## config.mk

```make
export PLATFORM = sky130hd
export DESIGN_NAME = anti_rebond
export DESIGN_NICKNAME = d
export VERILOG_FILES = /design/src/rtl/anti_rebond.sv
export SDC_FILE = /design/constraint.sdc
export NUM_CORES = 1
export LEC_CHECK = 0
export BUFFER_PORTS_ARGS = -buffer_cell sky130_fd_sc_hd__buf_2
export CORE_UTILIZATION = 45
export DETAILED_ROUTE_END_ITERATION = 7
export GPL_ROUTABILITY_DRIVEN = 0
export HOLD_SLACK_MARGIN = 0.03
export PLACE_DENSITY_LB_ADDON = 0.3
export SLEW_MARGIN = 20
export SYNTH_ARGS = -nofsm -noshare
export SYNTH_HDL_FRONTEND = slang
export SYNTH_SLANG_ARGS = --single-unit
```

## constraint.sdc

```tcl
create_clock -name clk -period 3.09 [get_ports clk]
set_clock_uncertainty 0.15 [all_clocks]
set_input_delay 0.618 -clock clk [delete_from_list [all_inputs] [get_ports clk]]
set_output_delay 0.618 -clock clk [all_outputs]
set_load 0.01 [all_outputs]
```

## src/rtl/anti_rebond.sv

```systemverilog
// Two-channel push-button debouncer with one-cycle press pulses and an
// auto-repeat pulse train on channel 0 while its button stays held.
module anti_rebond #(
    parameter int unsigned DEBOUNCE_CYCLES = 250000,
    parameter int unsigned REPEAT_DELAY    = 25000000,
    parameter int unsigned REPEAT_PERIOD   = 10000000
) (
    input  logic       clk,
    input  logic       rst_n,
    input  logic [1:0] btn_n,
    output logic [1:0] clean_n,
    output logic [1:0] press,
    output logic       repeat0
);

    localparam int unsigned CntW = 25;

    localparam logic [CntW-1:0] DbLast  = CntW'(DEBOUNCE_CYCLES - 1);
    localparam logic [CntW-1:0] RdLast  = CntW'(REPEAT_DELAY - 1);
    localparam logic [CntW-1:0] RpLast  = CntW'(REPEAT_PERIOD - 1);

    typedef enum logic [1:0] {StIdle, StWait, StRpt} rpt_state_e;

    logic [1:0]      s1_q, s2_q;
    logic [1:0]      clean_q, clean_d;
    logic [1:0]      press_q, press_d;
    logic [CntW-1:0] db_cnt_q [2];
    logic [CntW-1:0] db_cnt_d [2];

    rpt_state_e      state_q, state_d;
    logic [CntW-1:0] rpt_cnt_q, rpt_cnt_d;

    // Debounce next-state: a differing level must persist DEBOUNCE_CYCLES
    // synchronized cycles; any return to the accepted level restarts the count.
    always_comb begin
        clean_d = clean_q;
        press_d = 2'b00;
        for (int i = 0; i < 2; i++) begin
            db_cnt_d[i] = db_cnt_q[i];
            if (s2_q[i] == clean_q[i]) begin
                db_cnt_d[i] = '0;
            end else if (db_cnt_q[i] == DbLast) begin
                clean_d[i]  = s2_q[i];
                press_d[i]  = ~s2_q[i];
                db_cnt_d[i] = '0;
            end else begin
                db_cnt_d[i] = db_cnt_q[i] + 1'b1;
            end
        end
    end

    always_ff @(posedge clk) begin
        if (!rst_n) begin
            s1_q     <= 2'b11;
            s2_q     <= 2'b11;
            clean_q  <= 2'b11;
            press_q  <= 2'b00;
            for (int i = 0; i < 2; i++) begin
                db_cnt_q[i] <= '0;
            end
        end else begin
            s1_q     <= btn_n;
            s2_q     <= s1_q;
            clean_q  <= clean_d;
            press_q  <= press_d;
            for (int i = 0; i < 2; i++) begin
                db_cnt_q[i] <= db_cnt_d[i];
            end
        end
    end

    // Auto-repeat FSM: state register
    always_ff @(posedge clk) begin
        if (!rst_n) begin
            state_q   <= StIdle;
            rpt_cnt_q <= '0;
        end else begin
            state_q   <= state_d;
            rpt_cnt_q <= rpt_cnt_d;
        end
    end

    // Auto-repeat FSM: next state
    always_comb begin
        state_d   = state_q;
        rpt_cnt_d = rpt_cnt_q;
        unique case (state_q)
            StIdle: begin
                rpt_cnt_d = '0;
                if (press_q[0]) begin
                    state_d = StWait;
                end
            end
            StWait: begin
                if (clean_q[0]) begin
                    state_d   = StIdle;
                    rpt_cnt_d = '0;
                end else if (rpt_cnt_q == RdLast) begin
                    state_d   = StRpt;
                    rpt_cnt_d = '0;
                end else begin
                    rpt_cnt_d = rpt_cnt_q + 1'b1;
                end
            end
            StRpt: begin
                if (clean_q[0]) begin
                    state_d   = StIdle;
                    rpt_cnt_d = '0;
                end else if (rpt_cnt_q == RpLast) begin
                    rpt_cnt_d = '0;
                end else begin
                    rpt_cnt_d = rpt_cnt_q + 1'b1;
                end
            end
            default: begin
                state_d   = StIdle;
                rpt_cnt_d = '0;
            end
        endcase
    end

    // Auto-repeat FSM: outputs. A release suppresses the pulse on the exit cycle.
    always_comb begin
        repeat0 = 1'b0;
        if (!clean_q[0]) begin
            if (state_q == StWait && rpt_cnt_q == RdLast) begin
                repeat0 = 1'b1;
            end else if (state_q == StRpt && rpt_cnt_q == RpLast) begin
                repeat0 = 1'b1;
            end
        end
    end

    assign clean_n = clean_q;
    assign press   = press_q;

endmodule

```

* Word level (Yosys, flattened, before mapping)
Memory sizes are Yosys's and may differ from the RTL's. Index checks and enable logic that the tools add are counted.
Word-level totals: register bits after elaboration 35, memory bits (writable) 50, bits of input ports 4, output and inout port bits 5, word-level logic and storage cells 61, memories 1
Operators by class: add/sub/neg operators 3, eq/ne operators 11, multiplexer cells 21, bitwise logic cells 9, reductions and logical operators 8
Memories:
- db_cnt_q | words 2, width 25, read ports 2, clocked after memory_dff 0, write ports 2, RTL line 27 | logic [CntW-1:0] db_cnt_q [2];
Operators with widths (number):
- $mux 25 | 10
- $add 25x1->25 const B | 3
- $eq 25x18->1 const B | 2
- $pmux 25 s2 | 1
- $eq 25x24->1 const B | 1
- $eq 25x25->1 const B | 1
- $mux 2 | 4
- $not 1->1 | 7
- $pmux 2 s3 | 1
- $reduce_or 3->1 | 2
- $mux 1 | 5
- $ne 2x2->1 const B | 2
- $reduce_and 2->1 | 2
- $ne 3x3->1 const B | 1
- $reduce_and 3->1 | 1
- $eq 1x1->1 | 2
- $eq 2x1->1 const B | 1
- $eq 2x2->1 const B | 1
- $logic_and 1x1->1 | 2
- $logic_not 2->1 | 1
- $or 1x1->1 | 2

* Longest topological paths before layout
word-level depth 5, mapped depth 8, gate-level depth less buffers 6

* Worst setup path after synthesis
OpenSTA, ideal clock, no wires.
kind flip-flop to output port, from reg rpt_cnt_q[15], to out repeat0, data arrival time 1443 ps, required time 2322 ps, slack 879 ps, stages on the path, launching flop included 5, path buffers 0, cell sequence dfxtp_1 > or4b_4 > nor4_1 > nand3_1 > o2bb2ai_1
On the way: cells in the longest elaborated chain, start to end 5, elaborated cells between the ends (all ways) 7, classes of those cells 2 x eq/ne; 3 x mux; 2 x reduce/logical
Ends and longest elaborated chain:
- start, declared | RTL line 31 | logic [CntW-1:0] rpt_cnt_q, rpt_cnt_d;
- start signal, assigned | RTL line 79 | rpt_cnt_q <= rpt_cnt_d;
- $eq 25x24->1 | RTL line 128 | end else if (state_q == StRpt && rpt_cnt_q == RpLast) begin
- $logic_and 1x1->1 | RTL line 128
- $mux 1 | RTL line 128
- $mux 1 * | RTL line 126 | if (state_q == StWait && rpt_cnt_q == RdLast) begin
- $mux 1 * | RTL line 125 | if (!clean_q[0]) begin
- end, declared | RTL line 13 | output logic repeat0
Every way passes the cells marked *; elsewhere a longest branch is shown, timed or not.

* Final worst setup path
Same ends and word-level chain as after synthesis.

==> metrics.yaml <==
synth-edff-count: 0
crit_required_ns: 2.32
worst-slew-pin-transition_ns: 0.899
endpoint_kind: "output port"
fin_crit_sh: 0.896
post_cts_buffers: 0
postSynthCellCount: 425
die_h_um: 93.4
cts_buffers: 9
avgSynthCellArea_um2: 8.85
synth-compound-area-share: 0.0146
synthXorXnorAreaFrac: 0.163
drt_iter0_drc: 93
tns_ns: 0
synth_area_mm2: 0.00376
slew_headroom: 0.399
clock_sinks: 85
hold_class: "flip-flop to flip-flop"
ioPinCount: 9
coreArea_mm2: 0.00789
wl_per_cell_um: 12.2
diodes: 0
met3_usage: 0.0496
die_width_um: 93.4
synthAdderAreaFrac: 0.0200
cts-hold-fix-buffers: 0
drtAntennaViolNets: 0
path_class: "flip-flop to output port"
cts_max_level: 3
grt_busiest_layer: "met2"
die-area_mm2: 0.00873
crit_arrival_ns: 2.00
first_global_vias: 2582
setup_viol: 0
routed_wl_um: 6640
grt_pass1_wl_um: 11500
port_buffers: 8
rsz0062_at_grt: "no"
synthSimpleGateAreaFrac: 0.315
holdWs_ns: 0.266
std_cell_rows: 32
grt.overflow.total: 0
area_growth_pct: 9.12
layout.nets: 447
synthMuxAreaShare: 0.00532
grt_max_degree: 26
cts_tree: "done"
antenna_found_initial: 0
r2r_cells: 5
synth_top_family_by_area: "simple AND/OR/NAND/NOR gates"
worstSkewPairLatency_ns: 0.35
grt_use_met1: 0.212
start_util: 0.477
first_pass_iters: 4
clock.fmax_ghz: 0.361
cts_buffer_depth: 2
synth_cell_type_count: 37
routed_via_density: 5.18
ys_seq_elements: 85
drc: 0
ys_seq_area_frac: 0.452
yosys_warnings: 0
clockRootBuffer: "clkbuf_8"
drv_slew: 0
ys_async_sr_fraction: 0
utilization: 0.520
ir_drop_v: 0.000279
power_density_mw_per_mm2: 471
outcome: "complete, no violations"
vias: 2820
grt_usage: 0.169
dp_hpwl_um: 4600
drive_gt1_frac: 0.0747
syn_nets: 435
worstPathMaxFanout: 6
finalPower_mw: 1.93
post-route-min-period_ns: 2.77
cap_violations: 0
cts_resized: 0
ys.flop_type: "dfxtp_1"
clk_pin_slew_ns: 0.08
hold_path_depth: 1
cp-start-kind: "flip-flop"
leakagePower_nw: 1.34
hold_viol_final: 0
met2_usage: 0.270
## cells in the mapped netlist, types with 3 or more instances
cell      instances  share of area
and3_1           13          0.022
and4_1            5          0.012
buf_2             3         0.0040
clkbuf_1          5         0.0050
dfxtp_1          85           0.45
ha_1              6          0.020
inv_1            13          0.013
nand2_1          23          0.023
nand2b_1          7          0.012
nand3_1          32          0.043
nand4_1          23          0.038
nor2_1           89          0.089
nor3_1           10          0.013
nor4_1            9          0.015
nor4b_1           3         0.0070
or3_1             4         0.0067
xnor2_1          24          0.056
xor2_1           46           0.11
## registers in the layout (all words and copies together), names as in the netlist
name / cells
db_cnt_q: 50
rpt_cnt_q: 25
clean_n: 2
press: 2
s1_q: 2
s2_q: 2
state_q: 2
## final cells by class
type,instances,area [um^2]
Inverter,13,48.8
Multi-Input combinational cell,316,1950
Tap cell,102,128
Timing Repair Buffer,12,70.1
Clock inverter,5,75.1
Sequential cell,85,1700
Fill cell,732,3780
Clock buffer,11,131
## cell usage in the layout (no fill, tap or decap), types with 2 or more instances in the layout
master	instances
a31oi_1	2
and3_1	13
and4_1	5
buf_2	8
buf_4	4
bufinv_16	2
clkbuf_1	2
clkbuf_8	9
clkinv_2	3
dfxtp_1	85
ha_1	6
inv_1	13
mux2i_1	2
nand2_1	23
nand2b_1	7
nand3_1	32
nand4_1	23
nand4b_1	2
nor2_1	89
nor3_1	10
nor4_1	9
nor4_2	2
nor4b_1	3
nor4bb_1	2
or3_1	4
xnor2_1	24
xor2_1	46
## report_power, final
part / switching, mW / internal [mW] / total, mW
Clock: 0.366 / 0.452 / 0.818
Combinational: 0.00967 / 0.00472 / 0.0144
Sequential: 0.00188 / 1.10 / 1.10
## critical path: stages (launching register included)
cell	delay [ns]
dfxtp_1	0.37
or4b_4	0.58
nor4_1	0.24
nand3_1	0.11
o2bb2ai_1	0.20
buf_2	0.16
## through the flow
stage | worst slack (ns) | area [um^2] | cells
global route | 0.0921 | 4100 | 544
detailed placement | 0.729 | 3900 | 528
global placement | 0.734 | 3900 | 528
finish | 0.322 | 4100 | 544
floorplan | 0.879 | 3760 | 425
CTS | 0.316 | 4100 | 544
## final timing paths
path	slack, ns	start	endpoint
min reg2reg	0.27	s1_q[0]	s2_q[0]
max reg2reg	0.86	db_cnt_q[0][12]	db_cnt_q[0][3]
max	0.32	rpt_cnt_q[15]	repeat0
min	0.27	s1_q[0]	s2_q[0]
## layer usage
layer  routed length, um  vias to the layer above
met4                 130                        0
met1                3230                     1310
li1                    -                     1471
met3                 185                       11
met2                3090                       28
met5                   0                        -
## cells by family (layout without fill, tap and decap cells)
| group | Yosys count | in the layout |
|---|---|---|
| and+or+nand+nor | 231 | 231 |
| DFF | 85 | 85 |
| xor gates and xnor gates | 70 | 70 |
| buffers and inverters | 24 | 41 |
| AOI/OAI and AO/OA | 7 | 7 |
| adders and majority gates | 6 | 6 |
| muxes | 2 | 2 |
Note: power is estimated with default switching activity, not from simulation.
